==> src/rtl/data_receiver_pkg.sv <==
// Shared types and constants for the serial link receiver.
package data_receiver_pkg;

    typedef enum logic [1:0] {
        RX_IDLE,
        RX_RECV,
        RX_GAP,
        RX_WAIT
    } rx_state_t;

    localparam int RECEIVER_TIMEOUT = 4096;
    localparam int BYTE_BITS        = 8;

endpackage

==> src/rtl/data_receiver_link_sync.sv <==
// N-stage synchronizer with registered level/rise/fall, all three aligned.
module link_sync #(
    parameter int STAGES = 2
) (
    input  logic clk,
    input  logic rst,
    input  logic din,
    output logic level,
    output logic rise,
    output logic fall
);

    logic [STAGES-1:0] chain;

    always_ff @(posedge clk) begin
        if (rst) begin
            chain <= '0;
            level <= 1'b0;
            rise  <= 1'b0;
            fall  <= 1'b0;
        end else begin
            chain[0] <= din;
            for (int i = 1; i < STAGES; i++)
                chain[i] <= chain[i-1];
            level <= chain[STAGES-1];
            rise  <= chain[STAGES-1] & ~level;
            fall  <= ~chain[STAGES-1] & level;
        end
    end

endmodule

==> src/rtl/data_receiver.sv <==
// Serial link receiver: synchronizes the three link wires, assembles
// BYTES bytes LSB-first into one word, flags framing errors and stalls.
module data_receiver
    import data_receiver_pkg::*;
#(
    parameter int BYTES       = 8,
    parameter int TIMEOUT     = RECEIVER_TIMEOUT,
    parameter int SYNC_STAGES = 2
) (
    input  logic               clk,
    input  logic               rst,
    input  logic               in_transmission,
    input  logic               in_clock,
    input  logic               in_data,
    output logic [8*BYTES-1:0] data,
    output logic               valid,
    output logic               busy,
    output logic               error
);

    localparam int IW = $clog2(BYTES) + 1;
    localparam int GW = $clog2(TIMEOUT) + 1;
    localparam logic [IW-1:0] LAST = IW'(BYTES - 1);
    localparam logic [GW-1:0] GAP_MAX = GW'(TIMEOUT - 1);

    logic tr_lvl, tr_rise, tr_fall;
    logic ck_lvl, ck_rise, ck_fall;
    logic dt_lvl, dt_rise, dt_fall;
    logic unused_edges;

    link_sync #(.STAGES(SYNC_STAGES)) u_sync_tr (
        .clk(clk), .rst(rst), .din(in_transmission),
        .level(tr_lvl), .rise(tr_rise), .fall(tr_fall)
    );
    link_sync #(.STAGES(SYNC_STAGES)) u_sync_ck (
        .clk(clk), .rst(rst), .din(in_clock),
        .level(ck_lvl), .rise(ck_rise), .fall(ck_fall)
    );
    link_sync #(.STAGES(SYNC_STAGES)) u_sync_dt (
        .clk(clk), .rst(rst), .din(in_data),
        .level(dt_lvl), .rise(dt_rise), .fall(dt_fall)
    );

    assign unused_edges = &{1'b0, tr_rise, tr_fall, ck_lvl,
                            ck_fall, dt_rise, dt_fall};

    rx_state_t state, state_n;
    logic [3:0]         bit_cnt, bit_n;
    logic [IW-1:0]      idx, idx_n;
    logic [GW-1:0]      gap_cnt, gap_n;
    logic [7:0]         shreg;
    logic [8*BYTES-1:0] buffer;
    logic               blocked;
    logic               sample, shift_en, store, valid_n, error_n;

    assign sample = ck_rise & tr_lvl;
    assign busy   = (state != RX_IDLE) | valid | error;

    always_comb begin
        state_n  = state;
        bit_n    = bit_cnt;
        idx_n    = idx;
        gap_n    = gap_cnt;
        shift_en = 1'b0;
        store    = 1'b0;
        valid_n  = 1'b0;
        error_n  = 1'b0;
        unique case (state)
            RX_IDLE: begin
                if (sample && !blocked) begin
                    state_n  = RX_RECV;
                    bit_n    = 4'd1;
                    idx_n    = '0;
                    shift_en = 1'b1;
                end
            end
            RX_RECV: begin
                if (!tr_lvl) begin
                    error_n = 1'b1;
                    state_n = RX_IDLE;
                end else if (sample) begin
                    shift_en = 1'b1;
                    bit_n    = bit_cnt + 4'd1;
                    if (bit_cnt == 4'd7) begin
                        store   = 1'b1;
                        state_n = RX_GAP;
                    end
                end
            end
            RX_GAP: begin
                if (sample) begin
                    error_n = 1'b1;
                    state_n = RX_IDLE;
                end else if (!tr_lvl) begin
                    if (idx == LAST) begin
                        valid_n = 1'b1;
                        state_n = RX_IDLE;
                    end else begin
                        idx_n   = idx + IW'(1);
                        gap_n   = '0;
                        state_n = RX_WAIT;
                    end
                end
            end
            RX_WAIT: begin
                if (sample) begin
                    state_n  = RX_RECV;
                    bit_n    = 4'd1;
                    shift_en = 1'b1;
                end else if (gap_cnt == GAP_MAX) begin
                    error_n = 1'b1;
                    state_n = RX_IDLE;
                end else begin
                    gap_n = gap_cnt + GW'(1);
                end
            end
            default: state_n = RX_IDLE;
        endcase
        // Leaving a word always starts the next one from clean counters
        if (state_n == RX_IDLE) begin
            bit_n = '0;
            idx_n = '0;
            gap_n = '0;
        end
    end

    always_ff @(posedge clk) begin
        if (rst) begin
            state   <= RX_IDLE;
            bit_cnt <= '0;
            idx     <= '0;
            gap_cnt <= '0;
            shreg   <= '0;
            buffer  <= '0;
            data    <= '0;
            valid   <= 1'b0;
            error   <= 1'b0;
            blocked <= 1'b0;
        end else begin
            state   <= state_n;
            bit_cnt <= bit_n;
            idx     <= idx_n;
            gap_cnt <= gap_n;
            valid   <= valid_n;
            error   <= error_n;
            if (shift_en)
                shreg <= {dt_lvl, shreg[7:1]};
            if (store)
                buffer[8*int'(idx) +: 8] <= {dt_lvl, shreg[7:1]};
            if (valid_n)
                data <= buffer;
            // After an error, ignore the link until the frame line drops
            if (error_n)
                blocked <= 1'b1;
            else if (!tr_lvl)
                blocked <= 1'b0;
        end
    end

endmodule
==> config.mk <==
export PLATFORM = sky130hd
export DESIGN_NAME = data_receiver
export DESIGN_NICKNAME = d
export VERILOG_FILES = /design/src/rtl/data_receiver_pkg.sv /design/src/rtl/data_receiver_link_sync.sv /design/src/rtl/data_receiver.sv
export SDC_FILE = /design/constraint.sdc
export NUM_CORES = 1
export LEC_CHECK = 0
export CAP_MARGIN = 20
export CORE_MARGIN = 1.5
export CORE_UTILIZATION = 24
export DETAILED_ROUTE_END_ITERATION = 10
export PLACE_DENSITY = 0.39
export SYNTH_ARGS = -nofsm -noshare
export SYNTH_HDL_FRONTEND = slang
export SYNTH_SLANG_ARGS = --single-unit
==> constraint.sdc <==
create_clock -name clk -period 3.3 [get_ports clk]
set_clock_uncertainty 0.15 [all_clocks]
set_input_delay 0.495 -clock clk [delete_from_list [all_inputs] [get_ports clk]]
set_output_delay 0.495 -clock clk [all_outputs]
set_load 0.01 [all_outputs]
* Word-level counts from Yosys, hierarchy flattened
Cells that the tools add are included.
Word-level totals: register bits 172, logic and storage cells 101, input bits 5
Operators by class: shifts and indexed selects 2, bitwise logic cells 5, reductions and logical operators 12, equality and inequality tests 16, multiplexer cells 45, $add $sub $neg 4
Operators by type and width (number):
- $mux W13 | 5
- $bwmux W64 | 1
- $shift A8 B33 Y64 const A | 1
- $shiftx A8 B33 Y64 | 1
- $neg A7 Y33 | 1
- $mux W4 | 8
- $pmux W13 S2 | 1
- $mux W2 | 9
- $ne A2 B2 Y1 const B | 9
- $mux W1 | 16
- $add A13 B1 Y13 const B | 1
- $eq A13 B12 Y1 const B | 1
- $pmux W4 S3 | 1
- $reduce_and A5 Y1 | 2
- $add A4 B1 Y4 const B | 2
- $eq A4 B3 Y1 const B | 2
- $pmux W2 S4 | 1
- $pmux W4 S2 | 1
- $pmux W1 S3 | 2
- $reduce_and A6 Y1 | 1
- $reduce_bool A2 Y1 | 3
- $eq A2 B2 Y1 const B | 2
- $logic_not A2 Y1 | 2
- $reduce_bool A3 Y1 | 1
- other kinds (8) | 10

* Depth between registers and ports, before layout
Gate-level depths: netlist of the first run.
depth after elaboration 7, mapped depth 9

* By module
A second synthesis of the first run with hierarchy kept.
Second synthesis, totals: cell total of the unflattened synthesis 775, area, all modules 6891.6 µm²
By module, submodules not included:
- data_receiver | cells an instance 745, sequential area each 3223.1 µm², instances 1, area each 6490.0 µm²
- link_sync | cells an instance 10, sequential area each 100.1 µm², instances 3, area each 133.9 µm²

* Least setup slack after synthesis of the first run
No wires, ideal clock.
kind register to register, start point reg idx[0], end point reg buffer[22], slack 760 ps, data required time 3033 ps, arrival time 2273 ps, path buffers 2, cell stages (with the launch flop) 10, library setup time 117 ps, cell sequence dfxtp_1 -> buf_4 -> inv_1 -> ha_1 -> o21bai_2 -> a2111oi_4 -> nand3_4 -> buf_6 -> nand3_2 -> o21ai_1
Between the ends: word-level cells in the longest chain between the ends 3, elaborated cells on any way between the ends 4, those cells by class add/sub: 1; shift: 2; mux: 1
RTL lines:
- start, declared | RTL line data_receiver.sv:49 | logic [IW-1:0] idx, idx_n;
- start signal, assigned | RTL line data_receiver.sv:142 | idx <= idx_n;
- $neg A7 Y33 (*) | RTL line data_receiver.sv:149 | buffer[8*int'(idx) +: 8] <= {dt_lvl, shreg[7:1]};
- $shiftx A8 B33 Y64 or $shift A8 B33 Y64 (tied branches) | RTL line data_receiver.sv:149
- $bwmux W64 (*) | RTL line data_receiver.sv:149
- end signal, assigned by index | RTL line data_receiver.sv:149
- end, declared | RTL line data_receiver.sv:52 | logic [8*BYTES-1:0] buffer;
Every way passes the cells marked *; elsewhere a longest branch is shown, timed or not. A chain may end at the register's enable or synchronous reset.

* Worst setup path after layout of the first run
start point reg idx[0], end point reg buffer[61]
The elaborated chain is that of the path after synthesis.

==> results of run 1 <==
## routing by layer
| layer | wire length [um] | global-route usage | vias up |
|---|---|---|---|
| li1 | - | - | 2705 |
| met1 | 9000 | 0.169 | 2441 |
| met2 | 7990 | 0.206 | 69 |
| met3 | 518 | 0.0292 | 8 |
| met4 | 184 | 0.0419 | 0 |
| met5 | 0 | 0 | - |
## cells in the final DEF (no fill, tap or decap), types with 18 or more instances in the layout
| cell type | instances |
|---|---|
| sky130_fd_sc_hd__nand3_1 | 51 |
| sky130_fd_sc_hd__nand2_1 | 172 |
| sky130_fd_sc_hd__buf_4 | 18 |
| sky130_fd_sc_hd__nor3_1 | 24 |
| sky130_fd_sc_hd__dfxtp_1 | 171 |
| sky130_fd_sc_hd__mux2i_1 | 24 |
| sky130_fd_sc_hd__nor2_1 | 39 |
| sky130_fd_sc_hd__clkdlybuf4s50_1 | 70 |
| sky130_fd_sc_hd__a21oi_1 | 88 |
## power groups by stage
stage / registers [mW] / logic, mW / clock network [mW]
finish: 2.07 / 0.0464 / 1.91
global route: 2.07 / 0.0513 / 2.05
CTS: 2.07 / 0.0473 / 1.97
detailed placement: 2.12 / 0.0472 / 0
global placement: 2.12 / 0.0478 / 0
floorplan: 2.12 / 0.0308 / 0
## layout make-up
class / instances / area [um2]
tap: 341 / 427
clock inverter: 10 / 83.8
sequential: 171 / 3420
fill: 2904 / 18800
timing repair buffer: 89 / 856
clock buffer: 22 / 464
inverter: 7 / 26.3
multi-input combinational: 530 / 2940
## cell families after synthesis
| logic type | count (synthesis) |
|---|---|
| simple gates | 346 |
| flops | 171 |
| compound gates | 143 |
| buf+inv | 60 |
| mux | 24 |
| xor+xnor | 12 |
| fa+ha+maj | 5 |
## how the worst min path moves through the flow
stage | end | slack (ns) | cells past startpoint
after floorplan | u_sync_ck.rise | 0.22 | 1
after global placement | u_sync_ck.rise | 0.22 | 1
after detailed placement | u_sync_ck.rise | 0.22 | 1
after CTS | u_sync_ck.rise | 0.23 | 1
after global routing | u_sync_ck.rise | 0.24 | 1
final | u_sync_ck.rise | 0.23 | 1
## metrics by stage
| stage | total power [mW] | setup slack (ns) |
|---|---|---|
| floorplan | 2.15 | 0.760 |
| global placement | 2.17 | 0.532 |
| detailed placement | 2.16 | 0.491 |
| CTS | 4.09 | 0.505 |
| global route | 4.17 | 0.322 |
| finish | 4.03 | 0.525 |
## registers in the layout (all words and copies together) (netlist names), 2 cells and up
register and flops:
idx 4, state 2, gap_cnt 13, shreg 7
u_sync_tr.chain 2, bit_cnt 4, u_sync_ck.chain 2, data 64
buffer 64, u_sync_dt.chain 2
==> results.toml, run 1 <==
[outcome]
run_status = "finished, final reports clean"

[layout]
drive_gt1_frac = 0.0893
postLayoutCoreUtil = 0.304
stdcell_area_um2 = 8220
areaGrowthSynthToFinish_pct = 24.1
layout.cells.non_filler = 1170
final_net_count = 826
antenna_cells = 0

[synthesis]
yosys_most_used_dff = "sky130_fd_sc_hd__dfxtp_1"
yosys-mux-area-fraction = 0.0363
synth.lib_cells_used.distinct = 59
synthArstFlopShare = 0
synthesis.area_per_instance_um2 = 8.71
synth_compound_gate_area_share = 0.126
mappedNetlistArea_um2 = 6630
netlist_top_cells_area = "sky130_fd_sc_hd__dfxtp_1, sky130_fd_sc_hd__nand2_1, sky130_fd_sc_hd__a21oi_1"
netlist.area_leader.share = 0.517
number_of_enable_flip_flop_cells_after_synthesis = 0
synth_largest_area_cell = "sky130_fd_sc_hd__dfxtp_1"
synth_common_cells = "sky130_fd_sc_hd__nand2_1, sky130_fd_sc_hd__dfxtp_1, sky130_fd_sc_hd__a21oi_1, sky130_fd_sc_hd__nand3_1, sky130_fd_sc_hd__nor2_1"
yosys_register_bits = 171
synth_simple_gate_area_frac = 0.256
synth-seq-area-share = 0.517
syn_nets = 771
synthXorXnorAreaFrac = 0.0159
post-synth-top-count-cell = "sky130_fd_sc_hd__nand2_1"
syn-instance-count = 761
warning_count_from_the_yosys_run = 0
synth_adder_area_share = 0.00944
synth_top_family_by_area = "simple AND/OR/NAND/NOR gates"

[cts]
cts-hold-fix-buffers = 0
clk_pin_slew_ns = 0.07
tritoncts = "built"
numCtsBuffers = 17
clock-sinks = 171
cells_resized_by_post_cts_repair = 0
postCtsSetupBuffers = 0
ctsHtreeMaxLevel = 4
worstSkewPairLatency_ns = 0.42
cts-root-buf = "sky130_fd_sc_hd__clkbuf_16"
ctsLongestPathBuffers = 2

[sta]
final-hold-violation-count = 0
finalHoldWorstSlack_ns = 0.231
period_share = 0.841
finalWorstPathRequiredPeriod_ns = 2.77
transition_time_of_the_tightest_slew_check_pin_ns = 0.937
slew_headroom = 0.376
setup-violations-final = 0
setup_repair_after_global_routing_missed_its_margin = "no"
number_of_pins_exceeding_their_max_slew_limit_in_the_final_report = 0
maximum_clock_frequency_ghz = 0.360
tns_ns = 0

[power_and_ir_drop]
power.share.combinational = 0.012
seqPwrFrac = 0.514
power_per_cell_area_nw_per_um2 = 490
peakVddDrop_mv = 0.215
internal_power_mw = 3.10
netSwitchingPower_mw = 0.928
sw_frac_of_total = 0.230
leakagePower_nw = 2.74
clkPwrFrac = 0.474

[die]
initial_utilization = 0.245
top_level_ports = 72
die_height_um = 169
die-width_um = 169
die_ar_um2 = 28600
core_area_um2 = 27000
floorplan.rows = 60

[setup_path]
cp.arrival_ns = 2.93
startpoint_type = "flip-flop"
cp_slowest_stage_delay_ns = 0.63
worst_path_dominant_cell_family = "compound AO/OA/AOI/OAI gates"
critical-path-slowest-cell = "sky130_fd_sc_hd__a2111oi_4"
startpoint = "idx[0]"
path_class = "reg -> reg"
r2r_setup_slack_ns = 0.53
worstPathCellList = "inv_1 -> ha_1 -> o21bai_2 -> a2111oi_4 -> nand4b_1 -> nand3_1 -> o21ai_1"
r2r-start = "idx[0]"
crit_path_max_fanout = 12
worst-r2r-cell-count = 7
category_of_the_worst_setup_path_capture_point = "flip-flop"
critical_path.n_buffers_inverters = 1
timing.critical_path.required_ns = 3.46
worstSetupPathDepth = 7
endpoint = "buffer[61]"
rr_endpoint = "buffer[61]"

[hold_path]
startpoint_of_the_lowest_slack_hold_path = "u_sync_ck.level"
worstHoldPathType = "reg -> reg"

[global_route]
number_of_global_route_vias_before_repair = 5210
antenna_found_initial = 0
globalRouteTotalUtil = 0.128
grt_pass1_wl_mm = 28.4
grt_start_max_net_pins = 56
global_route.overflow_total = 0

[routing]
detailroute.via_count = 5223
drt_first_pass_iters = 4
post_drt_wl_per_cell_um = 15.1
detail-route-antenna-nets = 0
first_iter_violations = 312
remaining_design_rule_violation_count = 0
vias_per_cell = 4.46
totalWireLength_mm = 17.7

[placed_design]
number_of_input_and_output_port_buffers_inserted = 71
routabilityCongestion = 0.737
dp.final_hpwl_mm = 11.7
detailed_place.area_um2 = 7670
dp.cells = 1138

[run]
cap_violations = 0
Power figures use the tool's default switching activity.
==> inputs of run 2 (changes only) <==
clock period = 2.7 ns   (was 3.3 ns; I/O delays follow)
==> results.toml, run 2 (synthesized netlist as in run 1, its figures left out) <==
[sta]
number_of_pins_exceeding_their_max_slew_limit_in_the_final_report = 0
slew_headroom = 0.452
period_share = 0.928
tns_ns = 0
setup-violations-final = 0
finalHoldWorstSlack_ns = 0.219
finalWorstPathRequiredPeriod_ns = 2.51
maximum_clock_frequency_ghz = 0.399
setup_repair_after_global_routing_missed_its_margin = "no"
final-hold-violation-count = 0
transition_time_of_the_tightest_slew_check_pin_ns = 0.821
fin_ws_ns = 0.195

[cts]
worstSkewPairLatency_ns = 0.42
cts-hold-fix-buffers = 0
cells_resized_by_post_cts_repair = 0
numCtsBuffers = 17
clock-sinks = 171
cts-root-buf = "sky130_fd_sc_hd__clkbuf_16"
postCtsSetupBuffers = 0
clk_pin_slew_ns = 0.07
tritoncts = "built"
ctsHtreeMaxLevel = 4
ctsLongestPathBuffers = 2

[hold_path]
worstHoldPathType = "in -> reg"
hold_depth = 2
startpoint_of_the_lowest_slack_hold_path = "rst"
worst_min_delay_path_endpoint = "buffer[6]"

[routing]
post_drt_wl_per_cell_um = 15.0
remaining_design_rule_violation_count = 0
first_iter_violations = 335
vias_per_cell = 4.46
drt_first_pass_iters = 4
totalWireLength_mm = 17.6
detail-route-antenna-nets = 0
detailroute.via_count = 5255

[layout]
final_net_count = 834
areaGrowthSynthToFinish_pct = 25.6
layout.cells.non_filler = 1177
drive_gt1_frac = 0.0993
postLayoutCoreUtil = 0.308
most_common_library_cell_in_the_layout_ignoring_fill_and_taps = "sky130_fd_sc_hd__nand2_1"
antenna_cells = 0
largestRegisters = "buffer x64, data x64, gap_cnt x13"
layout_common_cells = "sky130_fd_sc_hd__nand2_1, sky130_fd_sc_hd__dfxtp_1, sky130_fd_sc_hd__a21oi_1"
stdcell_area_um2 = 8320

[global_route]
global_route.overflow_total = 0
number_of_global_route_vias_before_repair = 5137
grt_pass1_wl_mm = 28.7
grt_start_max_net_pins = 45
globalRouteTotalUtil = 0.127
antenna_found_initial = 0

[die]
initial_utilization = 0.245
die_height_um = 169
floorplan.rows = 60
top_level_ports = 72
die_ar_um2 = 28600
die-width_um = 169
core_area_um2 = 27000

[setup_path]
crit_path_max_fanout = 12
startpoint = "idx[1]"
rr_endpoint = "buffer[44]"
path_class = "reg -> reg"
cp.arrival_ns = 2.66
startpoint_type = "flip-flop"
r2r_setup_slack_ns = 0.19
timing.critical_path.required_ns = 2.86
worst-r2r-cell-count = 8
r2r-start = "idx[1]"
category_of_the_worst_setup_path_capture_point = "flip-flop"

[power_and_ir_drop]
seqPwrFrac = 0.498
clkPwrFrac = 0.490
design_power_total_mw = 5.08
power.share.combinational = 0.011
internal_power_mw = 3.93
leakagePower_nw = 2.80
power_per_cell_area_nw_per_um2 = 610
sw_frac_of_total = 0.226
netSwitchingPower_mw = 1.15
peakVddDrop_mv = 0.318

[placed_design]
detailed_place.area_um2 = 7730
dp.cells = 1145
number_of_input_and_output_port_buffers_inserted = 71
preCtsSetupSlack_ns = 0.146
routabilityCongestion = 0.741
dp.final_hpwl_mm = 11.9

[outcome]
run_status = "finished, final reports clean"

[run]
cap_violations = 0
run 2: cell count changes in the layout (fill, tap and decap cells not counted), sizes merged:
cell	before	now
clkbuf	22	18
buf	19	27
inv	11	12
bufinv	0	2
run 2: final cells by class:
type,instances,area [um2]
Fill cell,2922,18700
Timing Repair Buffer,97,916
Tap cell,341,427
Inverter,7,26.3
Clock buffer,18,429
Multi-Input combinational cell,530,2940
Clock inverter,13,158
Sequential cell,171,3420
run 2: worst max-delay path by stage:
stage	slack (ns)	cells after the start	end
3_3_place_gp	0.17	8	buffer[26]
6_report	0.19	8	buffer[44]
5_1_grt	0.01	8	buffer[46]
2_1_floorplan	0.16	9	buffer[22]
3_5_place_dp	0.15	8	buffer[27]
4_1_cts	0.14	8	buffer[27]
run 2: metal layers:
layer / GRT usage / vias up / part of all wire
met2: 0.196 / 75 / 0.44
met1: 0.177 / 2441 / 0.51
met5: 0 / - / 0
met4: 0.0389 / 0 / 0.018
li1: - / 2717 / -
met3: 0.0282 / 22 / 0.030
run 2: power by group through the flow:
stage / clock network [mW] / registers, mW / logic (mW)
3_5_place_dp: 0 / 2.59 / 0.0595
4_1_cts: 2.57 / 2.53 / 0.0593
5_1_grt: 2.67 / 2.53 / 0.0640
3_3_place_gp: 0 / 2.59 / 0.0601
6_report: 2.49 / 2.53 / 0.0573
2_1_floorplan: 0 / 2.59 / 0.0377
run 2: worst max-delay path, cell delays in order (launching register included):
cell and delay (ns):
sky130_fd_sc_hd__dfxtp_1 0.42, sky130_fd_sc_hd__inv_1 0.08, sky130_fd_sc_hd__ha_1 0.24, sky130_fd_sc_hd__o21bai_2 0.27, sky130_fd_sc_hd__a2111oi_4 0.36, sky130_fd_sc_hd__buf_4 0.21
sky130_fd_sc_hd__nand4_2 0.34, sky130_fd_sc_hd__mux2i_1 0.27, sky130_fd_sc_hd__nor2_1 0.05
==> inputs of run 3 (changes only) <==
ABC_AREA = 1   (was unset)
PLACE_DENSITY = 0.38   (was 0.39)
==> results.toml, run 3 <==
[global_route]
global_route.usage.met1 = 0.180
grt_pass1_wl_mm = 33.8
global_route.overflow_total = 0
grt_start_max_net_pins = 84
gr_busiest_metal = "met2"
number_of_global_route_vias_before_repair = 6414
globalRouteTotalUtil = 0.137
antenna_found_initial = 0
grt_util_met2 = 0.225
grt.met3_usage = 0.0256

[synthesis]
synthXorXnorAreaFrac = 0.00344
yosys_most_used_dff = "sky130_fd_sc_hd__dfxtp_1"
synth_top_family_by_area = "simple AND/OR/NAND/NOR gates"
netlist_top_cells_area = "sky130_fd_sc_hd__dfxtp_1, sky130_fd_sc_hd__nor2_1, sky130_fd_sc_hd__nand2_1"
synth_common_cells = "sky130_fd_sc_hd__nor2_1, sky130_fd_sc_hd__nand2_1, sky130_fd_sc_hd__dfxtp_1, sky130_fd_sc_hd__nand3_1, sky130_fd_sc_hd__o21ai_0"
syn_nets = 1072
syn-instance-count = 1062
synth-seq-area-share = 0.471
synth_simple_gate_area_frac = 0.365
synth_largest_area_cell = "sky130_fd_sc_hd__dfxtp_1"
mappedNetlistArea_um2 = 7280
yosys_register_bits = 171
warning_count_from_the_yosys_run = 0
synth.lib_cells_used.distinct = 30
synthesis.area_per_instance_um2 = 6.85
netlist.area_leader.share = 0.471
post-synth-top-count-cell = "sky130_fd_sc_hd__nor2_1"
number_of_enable_flip_flop_cells_after_synthesis = 0
synthArstFlopShare = 0
synth_adder_area_share = 0.00860
yosys-mux-area-fraction = 0
synth_compound_gate_area_share = 0.0851

[die]
floorplan.rows = 63
die-width_um = 177
initial_utilization = 0.245
die_height_um = 177
core_area_um2 = 29700
die_ar_um2 = 31400
top_level_ports = 72

[sta]
finalWorstPathRequiredPeriod_ns = 2.32
period_share = 0.860
setup_repair_after_global_routing_missed_its_margin = "no"
tns_ns = 0
transition_time_of_the_tightest_slew_check_pin_ns = 0.640
number_of_pins_exceeding_their_max_slew_limit_in_the_final_report = 0
maximum_clock_frequency_ghz = 0.430
setup-violations-final = 0
final-hold-violation-count = 0
slew_headroom = 0.573
finalHoldWorstSlack_ns = 0.239

[routing]
detail-route-antenna-nets = 0
detailroute.via_count = 6668
remaining_design_rule_violation_count = 0
vias_per_cell = 4.35
first_iter_violations = 421
totalWireLength_mm = 20.7
post_drt_wl_per_cell_um = 13.5
drt_first_pass_iters = 7

[layout]
drive_gt1_frac = 0.0787
antenna_cells = 0
most_common_library_cell_in_the_layout_ignoring_fill_and_taps = "sky130_fd_sc_hd__nor2_1"
final_net_count = 1140
areaGrowthSynthToFinish_pct = 25.5
layout_common_cells = "sky130_fd_sc_hd__nor2_1, sky130_fd_sc_hd__nand2_1, sky130_fd_sc_hd__dfxtp_1"
postLayoutCoreUtil = 0.307
layout.cells.non_filler = 1533
num-fill-cells = 3278
largestRegisters = "buffer x64, data x64, gap_cnt x13"

[hold_path]
worstHoldPathType = "reg -> reg"

[cts]
cts-root-buf = "sky130_fd_sc_hd__clkbuf_16"
clk_pin_slew_ns = 0.07
numCtsBuffers = 17
cts-hold-fix-buffers = 0
clock-sinks = 171
worstSkewPairLatency_ns = 0.43
ctsHtreeMaxLevel = 4
cells_resized_by_post_cts_repair = 0
postCtsSetupBuffers = 0
tritoncts = "built"
ctsLongestPathBuffers = 2

[outcome]
run_status = "finished, final reports clean"

[power_and_ir_drop]
power_per_cell_area_nw_per_um2 = 572
peakVddDrop_mv = 0.329
leakagePower_nw = 3.84

[placed_design]
routabilityCongestion = 0.850
dp.cells = 1501
number_of_input_and_output_port_buffers_inserted = 71
dp.final_hpwl_mm = 14.8

[setup_path]
cp.arrival_ns = 2.50
category_of_the_worst_setup_path_capture_point = "flip-flop"
crit_path_max_fanout = 13
path_class = "reg -> reg"
timing.critical_path.required_ns = 2.88
startpoint_type = "flip-flop"

[run]
cap_violations = 0
## run 3: cell count changes in the layout (fill, tap and decap cells not counted), sizes merged, moves of 4 or more
cell   previous run  this run
a21oi            88        18
and2              4         0
and3              5         0
inv              12        78
mux2i            24         0
nand3            55        93
nand4             6        19
nor2             39       337
nor2b            12         0
nor3             25        10
nor4              7         0
o21ai            37        94
xnor2            10         2
## run 3: power breakdown
group / internal [mW] / switching [mW]
Sequential: 2.53 / 0.00354
Combinational: 0.0265 / 0.0543
Clock: 1.52 / 1.08
## run 3: layout make-up
| cell class | count | area [um2] | share of cell area |
|---|---|---|---|
| Sequential cell | 171 | 3420 | 0.375 |
| Multi-Input combinational cell | 763 | 3370 | 0.369 |
| Timing Repair Buffer | 101 | 948 | 0.104 |
| Tap cell | 390 | 488 | 0.0534 |
| Clock buffer | 21 | 460 | 0.0504 |
| Inverter | 76 | 287 | 0.0314 |
| Clock inverter | 11 | 158 | 0.0173 |
## run 3: kinds of logic after synthesis
family / count (synthesis)
and+or+nand+nor: 637
DFF: 171
buffers and inverters: 128
AOI/OAI and AO/OA: 119
adders and majority gates: 5
xor gates and xnor gates: 2
## run 3: final timing paths
kind | from | end | slack (ns) | depth (start not counted)
hold reg to reg | u_sync_ck.level | u_sync_ck.rise | 0.24 | 1
setup reg to reg | gap_cnt[0] | gap_cnt[11] | 0.38 | 12
hold / removal | u_sync_ck.level | u_sync_ck.rise | 0.24 | 1
setup / recovery | gap_cnt[0] | gap_cnt[11] | 0.38 | 12
## run 3: metrics by stage
step	area [um2]	total power [mW]	worst slack, ns
after floorplan	7280	2.64	0.419
after global placement	8510	2.67	0.351
after detailed placement	8510	2.67	0.318
after CTS	9130	5.31	0.304
after global routing	9130	5.43	0.0632
final	9130	5.22	0.377
## run 3: worst max-delay path: stages, from the launching register on
cell and delay (ns):
sky130_fd_sc_hd__dfxtp_1 0.45, sky130_fd_sc_hd__ha_1 0.30, sky130_fd_sc_hd__nand2_1 0.11, sky130_fd_sc_hd__nor2_2 0.21, sky130_fd_sc_hd__nand2_1 0.10, sky130_fd_sc_hd__nor2_1 0.13
sky130_fd_sc_hd__nand3_1 0.08, sky130_fd_sc_hd__nand2_1 0.06, sky130_fd_sc_hd__nand2_1 0.05, sky130_fd_sc_hd__nand2_2 0.06, sky130_fd_sc_hd__nand2_1 0.29, sky130_fd_sc_hd__nand2_1 0.16
sky130_fd_sc_hd__inv_1 0.05
## run 3: per-layer routing
metal | part of all wire | vias to the layer above | wire [um]
li1 | - | 3526 | -
met1 | 0.49 | 3026 | 10200
met2 | 0.46 | 100 | 9520
met3 | 0.030 | 16 | 630
met4 | 0.016 | 0 | 338
met5 | 0 | - | 0
